==> src/rtl/o_delay_ctrl_pkg.sv <==
// Shared types for the O_DELAY tap controller: tap width, command opcodes, FSM states.
package o_delay_ctrl_pkg;

  localparam int TAP_W = 6;
  localparam logic [TAP_W-1:0] TAP_MAX = 6'd63;

  typedef enum logic [1:0] {
    OP_LOAD = 2'b00,
    OP_INC  = 2'b01,
    OP_DEC  = 2'b10,
    OP_SET  = 2'b11
  } cmd_op_e;

  typedef enum logic [2:0] {
    ST_IDLE   = 3'd0,
    ST_LOAD   = 3'd1,
    ST_CHECK  = 3'd2,
    ST_PULSE  = 3'd3,
    ST_SETTLE = 3'd4
  } state_e;

endpackage

==> src/rtl/o_delay_tap_ctrl.sv <==
// Turns load/inc/dec/set tap commands into spaced DLY_LOAD/DLY_ADJ pulses for one O_DELAY.
// Optional O_DELAY_TAP_CHECK_EN: compare tap feedback after settling, flag ERR and resync.
//
// state  | meaning
// IDLE   | ready for a command
// LOAD   | DLY_LOAD high for one cycle
// CHECK  | compare tracked tap with target, pick direction
// PULSE  | DLY_ADJ high for one cycle
// SETTLE | SETTLE_CYCLES quiet cycles while O_DELAY catches up
module o_delay_tap_ctrl
  import o_delay_ctrl_pkg::*;
#(
  parameter int DELAY         = 0,
  parameter int SETTLE_CYCLES = 3
) (
  input  logic             CLK_IN,
  input  logic             RST,
  input  logic             CMD_VALID,
  output logic             CMD_READY,
  input  logic [1:0]       CMD_OP,
  input  logic [TAP_W-1:0] CMD_TAP,
  input  logic [TAP_W-1:0] DLY_TAP_VALUE,
  output logic             DLY_LOAD,
  output logic             DLY_ADJ,
  output logic             DLY_INCDEC,
  output logic [TAP_W-1:0] TAP_OUT,
  output logic             BUSY,
`ifdef O_DELAY_TAP_CHECK_EN
  output logic             ERR,
`endif
  output logic             DONE
);

  localparam logic [3:0] SETTLE_LAST = 4'(SETTLE_CYCLES - 1);

  state_e           state_q, state_d;
  logic [TAP_W-1:0] tap_q, tap_d;
  logic [TAP_W-1:0] target_q, target_d;
  logic [3:0]       cnt_q, cnt_d;
  logic             load_q, load_d;
  logic             adj_q, adj_d;
  logic             incdec_q, incdec_d;
  logic             done_q, done_d;
  logic             is_load_q, is_load_d;
`ifdef O_DELAY_TAP_CHECK_EN
  logic             err_q, err_d;
`else
  logic             unused_fb;
  assign unused_fb = ^DLY_TAP_VALUE;
`endif

  always_comb begin
    state_d   = state_q;
    tap_d     = tap_q;
    target_d  = target_q;
    cnt_d     = cnt_q;
    incdec_d  = incdec_q;
    is_load_d = is_load_q;
    load_d    = 1'b0;
    adj_d     = 1'b0;
    done_d    = 1'b0;
`ifdef O_DELAY_TAP_CHECK_EN
    err_d     = err_q;
`endif
    case (state_q)
      ST_IDLE: begin
        if (CMD_VALID) begin
          is_load_d = 1'b0;
          state_d   = ST_CHECK;
          case (cmd_op_e'(CMD_OP))
            OP_LOAD: begin
              is_load_d = 1'b1;
              load_d    = 1'b1;
              state_d   = ST_LOAD;
            end
            OP_INC:  target_d = (tap_q == TAP_MAX) ? tap_q : tap_q + 6'd1;
            OP_DEC:  target_d = (tap_q == '0) ? tap_q : tap_q - 6'd1;
            OP_SET:  target_d = CMD_TAP;
            default: state_d = ST_IDLE;
          endcase
        end
      end
      ST_LOAD: begin
        tap_d   = TAP_W'(DELAY);
        cnt_d   = SETTLE_LAST;
        state_d = ST_SETTLE;
      end
      ST_CHECK: begin
        if (tap_q == target_q) begin
          done_d  = 1'b1;
          state_d = ST_IDLE;
        end else begin
          incdec_d = (target_q > tap_q);
          adj_d    = 1'b1;
          state_d  = ST_PULSE;
        end
      end
      ST_PULSE: begin
        tap_d   = incdec_q ? tap_q + 6'd1 : tap_q - 6'd1;
        cnt_d   = SETTLE_LAST;
        state_d = ST_SETTLE;
      end
      ST_SETTLE: begin
        if (cnt_q == 4'd0) begin
`ifdef O_DELAY_TAP_CHECK_EN
          // Trust the hardware over the mirror so the next CHECK steers from reality.
          if (DLY_TAP_VALUE != tap_q) begin
            err_d = 1'b1;
            tap_d = DLY_TAP_VALUE;
          end
`endif
          if (is_load_q) begin
            done_d  = 1'b1;
            state_d = ST_IDLE;
          end else begin
            state_d = ST_CHECK;
          end
        end else begin
          cnt_d = cnt_q - 4'd1;
        end
      end
      default: state_d = ST_IDLE;
    endcase
  end

  always_ff @(posedge CLK_IN) begin
    if (RST) begin
      state_q   <= ST_IDLE;
      tap_q     <= '0;
      target_q  <= '0;
      cnt_q     <= '0;
      load_q    <= 1'b0;
      adj_q     <= 1'b0;
      incdec_q  <= 1'b0;
      done_q    <= 1'b0;
      is_load_q <= 1'b0;
`ifdef O_DELAY_TAP_CHECK_EN
      err_q     <= 1'b0;
`endif
    end else begin
      state_q   <= state_d;
      tap_q     <= tap_d;
      target_q  <= target_d;
      cnt_q     <= cnt_d;
      load_q    <= load_d;
      adj_q     <= adj_d;
      incdec_q  <= incdec_d;
      done_q    <= done_d;
      is_load_q <= is_load_d;
`ifdef O_DELAY_TAP_CHECK_EN
      err_q     <= err_d;
`endif
    end
  end

  assign CMD_READY  = (state_q == ST_IDLE);
  assign BUSY       = (state_q != ST_IDLE);
  assign DLY_LOAD   = load_q;
  assign DLY_ADJ    = adj_q;
  assign DLY_INCDEC = incdec_q;
  assign TAP_OUT    = tap_q;
  assign DONE       = done_q;
`ifdef O_DELAY_TAP_CHECK_EN
  assign ERR        = err_q;
`endif

endmodule

==> config.mk <==
export PLATFORM = sky130hd
export DESIGN_NAME = o_delay_tap_ctrl
export DESIGN_NICKNAME = d
export VERILOG_FILES = /design/src/rtl/o_delay_ctrl_pkg.sv /design/src/rtl/o_delay_tap_ctrl.sv
export SDC_FILE = /design/constraint.sdc
export NUM_CORES = 1
export LEC_CHECK = 0
export ABC_AREA = 1
export BUFFER_PORTS_ARGS = -buffer_cell sky130_fd_sc_hd__buf_2
export CORE_MARGIN = 2
export CORE_UTILIZATION = 30
export CTS_CLUSTER_SIZE = 8
export DETAILED_ROUTE_END_ITERATION = 16
export PLACE_DENSITY = 0.51
export SLEW_MARGIN = 25
export SYNTH_ARGS = -nofsm -noshare
export SYNTH_HDL_FRONTEND = slang
export SYNTH_SLANG_ARGS = --single-unit
==> constraint.sdc <==
create_clock -name CLK_IN -period 1.6 [get_ports CLK_IN]
set_input_delay 0.4 -clock CLK_IN [delete_from_list [all_inputs] [get_ports CLK_IN]]
set_output_delay 0.4 -clock CLK_IN [all_outputs]
set_load 0.01 [all_outputs]
==> results.cfg, run 1 <==
[pwr]
p_leak_uw = 0.00101
ir_drop_mv = 0.444
finalPower_uw = 1840
p_per_area_nw_per_um2 = 957

[sta]
maxSlewViolCount = 0
slew_headroom_pct = 76.8
hold_viol_final = 0
timing_worst_slew_pin_value_ps = 347
setup_viol = 0
skew_ps = 4.94
finalCriticalPeriod_ps = 1470
finalCritPeriodShare_pct = 92.0
fmax_ghz = 0.680
setup_tns_ps = 0
rsz0062_at_grt = no

[outcome]
status = finished, final reports clean

[worst_setup_path]
critPathMaxStageDelay_ps = 350
worstPathMaxFanout = 5
crit_path_top_delay_cell = dfxtp_1
worstPathRequired_ps = 1200
path_class = flip-flop to output pin
crit_path_end_kind = output pin
crit_arrival_ps = 1070
critPathLaunchType = flip-flop
critPathTopFamily = flip-flops
path_cells = nor2_2 -> nand2_2 -> inv_1 -> buf_2
timing.critical_path.buf_inv = 2

[yosys]
syn_area_um2 = 1620
ys.flop_type = dfxtp_1
synthTopCellsByCount = 45 x nand2_1, 42 x inv_1, 34 x nor2_1, 24 x dfxtp_1, 24 x nand3_1
netlist-cell-type-count = 32
synthArstFlopShare_pct = 0
synth_top_area_share_pct = 29.7
synthTopCellsByArea = dfxtp_1 30%, nand2_1 10%, inv_1 9.7%, nor2_1 7.9%, ha_1 7.7%
yosysWarnings = 0
netlist_instances = 244
syn_avg_cell_area_um2 = 6.64
seq_area_frac_synth_pct = 29.7
syn_nets = 271
synth_top_cell_by_area = dfxtp_1
synth_edf_count = 0
yosysMostFrequentCell = nand2_1
ys_ff_latch = 24

[detailed_routing]
detail-route-antenna-nets = 0
drc = 0
route.detailed.wl_per_inst_um = 11.4
vias = 1547
drt_pre_antenna_iters = 4
dr.first_iter.drc_count = 94
viasPerCell = 4.50
drt-total-wl_mm = 3.93

[global_route]
grt_use_total_pct = 14.1
gr-total-overflow = 0
grt_start_max_net_pins = 17
grt_pass1_wl_mm = 6.71
grt_pass1_vias = 1470
antenna_found_initial = 0

[final_layout]
stdcell_area_um2 = 1920
nNetsFinal = 302
drive_gt1_share_pct = 18.2
syn2layout_area_growth_pct = 18.5
antenna-diode-count = 0

[clock_network]
postCtsSetupBuffers = 0
tritoncts = yes
path_clk_slew_ps = 90
clk_path_buf_depth = 2
cts_root_buf = clkbuf_8
cts_sinks = 24
holdBufCountCts = 0
htree_num_levels = 1
clk_latency_ps = 270
cts_buffers = 3
cts_repair_resize_count = 0

[die]
coreArea_um2 = 5170
dieArea_um2 = 6000
die_h_um = 77.5
ios = 29
die_x_um = 77.5
rows = 26
start_util_pct = 31.3

[placement]
gp_congestion = 0.823
dp_hpwl_mm = 3.17
port_buffers = 22
dpl-instance-area_um2 = 1840

[run]
drv_cap = 0

[hold_path]
holdCritPathClass = primary input to flip-flop
==> per-stage QoR <==
| step | hold slack [ps] | std cells | setup slack, ps | utilization, % |
|---|---|---|---|---|
| floorplan | 422 | 244 | 8.50 | - |
| global placement | 447 | 340 | 120 | 35.7 |
| detailed placement | 449 | 340 | 105 | 35.7 |
| CTS | 431 | 344 | 84.7 | 37.0 |
| global route | 448 | 344 | 11.4 | 37.1 |
| finish | 439 | 344 | 128 | 37.1 |
==> cell type report <==
cell class	instances	area, um^2
fillers	563	3250
clock inverters	1	30.0
flip-flops and latches	24	482
repair buffers	30	170
inverters	46	175
multi-input cells	170	932
clock buffers	3	41.3
well taps	70	87.6
==> logic make-up (layout without fill, tap and decap cells) <==
logic type	after synthesis	in the layout	share of synthesized area (%)
AOI/OAI and AO/OA	29	29	9.89
xor gates and xnor gates	8	8	4.33
adders and majority gates	10	10	7.73
buffers and inverters	50	80	12.9
DFF	24	24	29.7
and+or+nand+nor	123	123	35.5
==> worst min-delay path, stage by stage <==
cell and delay (ps):
buf_2 140, nand2_1 90, nor3_1 40
==> power by group <==
part | switching [uW] | internal, uW
Clock | 207 | 335
Combinational | 367 | 225
Sequential | 42.2 | 660
==> cells in the final DEF, fill, tap and decap left out, drive strengths merged <==
cell type  instances
bufinv             1
o22ai              1
o21a               2
dfxtp             24
a21oi             11
ha                10
nor3               3
o211ai             1
clkbuf             3
nand4              6
xor2               7
o2bb2ai            1
xnor2              1
clkinv             2
a211oi             1
inv               44
nand2             47
nand3             27
o21ai             12
nor4               1
buf               30
nor2              38
and3               1
==> flip-flops by register name (all words and copies together), names as in the netlist <==
register and flops:
DLY_ADJ 1, TAP_OUT 6, is_load_q 1, cnt_q 4, target_q 6, DONE 1
DLY_LOAD 1, state_q 3, DLY_INCDEC 1
==> metal layers <==
metal / track usage, % / up-vias / wire length, um
met5: 0 / - / 0
met4: 3.57 / 0 / 44
met3: 2.79 / 7 / 135
met2: 23.4 / 20 / 1770
met1: 18.6 / 680 / 1980
li1: - / 840 / -
==> path summary, 6_finish.rpt <==
kind,from,end,slack (ps),depth (start not counted)
setup / recovery,state_q[0],CMD_READY,130,4
hold / removal,CMD_VALID,DLY_LOAD,440,3
setup reg to reg,TAP_OUT[4],state_q[1],150,8
hold reg to reg,cnt_q[0],cnt_q[0],460,1
No activity file was read; power rests on OpenSTA's default activity.
==> inputs of run 2 (changes only) <==
- CORE_MARGIN: 2 -> default
- GPL_TIMING_DRIVEN: default -> 0
==> run 2 against run 1 <==
Clock power grew 0.7%. Non-clock buffer count grew 4. Final cell count grew 1.2%. Clock skew shrank 2.7 ps. Die area shrank 5.1%. Global-route usage grew 1.2 points. Utilization grew 1.6 points. Cell area grew 3.7%. Highest routed layer unchanged.
==> results.cfg, run 2 (synthesis results as in run 1) <==
[die]
dieArea_um2 = 5690
start_util_pct = 31.5
ios = 29
rows = 26
coreArea_um2 = 5140
die_h_um = 75.5
die_x_um = 75.5

[final_layout]
final_common_cell = nand2_1
stdcell_area_um2 = 1990
antenna-diode-count = 0
layout_common_cells = 43 x nand2_1, 40 x inv_1, 33 x nor2_1
nNetsFinal = 306
drive_gt1_share_pct = 22.3
syn2layout_area_growth_pct = 22.9

[global_route]
grt_pass1_wl_mm = 6.51
gr-total-overflow = 0
grt_start_max_net_pins = 15
grt_use_total_pct = 15.3
antenna_found_initial = 0
grt_pass1_vias = 1412

[detailed_routing]
drt-total-wl_mm = 4.08
detail-route-antenna-nets = 0
drt_pre_antenna_iters = 4
dr.first_iter.drc_count = 96
drc = 0
vias = 1614
viasPerCell = 4.64
route.detailed.wl_per_inst_um = 11.7

[placement]
port_buffers = 21
gp_congestion = 0.797
dpl-instance-area_um2 = 1810
dp_hpwl_mm = 3.07

[clock_network]
cts_buffers = 3
cts_sinks = 24
clk_latency_ps = 270
tritoncts = yes
cts_root_buf = clkbuf_8
clk_path_buf_depth = 2
path_clk_slew_ps = 90
htree_num_levels = 1

[sta]
fmax_ghz = 0.650
skew_ps = 2.24
timing_worst_slew_pin_value_ps = 485
finalCritPeriodShare_pct = 96.1
hold_viol_final = 0
worst_hold_slack_ps = 441
slew_headroom_pct = 67.6
maxSlewViolCount = 0
finalCriticalPeriod_ps = 1540
setup_viol = 0

[worst_setup_path]
crit_path_end_kind = flip-flop
timing.critical_path.buf_inv = 3
path_class = flip-flop to flip-flop
path_cells = buf_8 -> inv_2 -> ha_1 -> nand2_2 -> nor2_4 -> nand3_2 -> nand2_4 -> buf_4 -> o21a_1
crit_arrival_ps = 1710
worstPathMaxFanout = 5
critPathTopFamily = flip-flops
worstPathRequired_ps = 1770
crit_path_top_delay_cell = dfxtp_2
critPathLaunchType = flip-flop
critPathMaxStageDelay_ps = 350

[pwr]
finalPower_uw = 1900
p_per_area_nw_per_um2 = 956
ir_drop_mv = 0.503
p_leak_uw = 0.00105

[run]
drv_cap = 0

[hold_path]
holdCritPathClass = primary input to flip-flop

[outcome]
status = finished, final reports clean
## run 2: path summary, 6_finish.rpt
| path | to | startpoint | depth (start not counted) | slack, ps |
|---|---|---|---|---|
| worst max-delay path | DLY_INCDEC | TAP_OUT[4] | 9 | 60 |
| worst min-delay path | DLY_LOAD | CMD_VALID | 3 | 440 |
| worst max register to register | DLY_INCDEC | TAP_OUT[4] | 9 | 60 |
| worst min register to register | cnt_q[0] | cnt_q[0] | 1 | 450 |
## run 2: worst min-delay path, cell delays in order
cell	delay [ps]
buf_2	140
nand2_1	90
nor3_1	40
## run 2: layer usage
metal	global-route usage [%]	part of all wire [%]	wire, um
met3	2.38	3.2	129
met4	5.14	0.98	40
met2	25.0	46	1890
met1	20.5	49	2020
met5	0	0	0
## run 2: report_power, final
part           internal [uW]  switching, uW
Sequential               657           44.6
Clock                    335            211
Combinational            256            398
Total                   1250            654
## run 2: area by class of cell
| type | instances | area (um^2) |
|---|---|---|
| Fill cell | 586 | 3150 |
| Buffer | 4 | 35.0 |
| Clock inverter | 1 | 30.0 |
| Sequential cell | 24 | 495 |
| Inverter | 46 | 175 |
| Timing Repair Buffer | 30 | 173 |
| Tap cell | 70 | 87.6 |
| Multi-Input combinational cell | 170 | 952 |
| Clock buffer | 3 | 41.3 |
## run 2: what timing repair did
| action | 4_1_cts | 5_1_grt |
|---|---|---|
| endpoints found under the setup margin | 11 | 6 |
| resized for setup | 8 | 10 |
| hold buffers | 0 | 0 |
| pin swaps | 2 | 3 |
| setup buffers | 1 | 8 |
## run 2: metrics by stage
stage	std cells	TNS, ps	setup slack (ps)	util [%]
finish	348	0	62.3	38.7
global route	348	-23.6	-18.5	38.7
CTS	340	-17.0	-17.0	37.2
detailed placement	335	-945	-244	35.3
global placement	335	-857	-226	35.3
floorplan	244	0	8.50	-
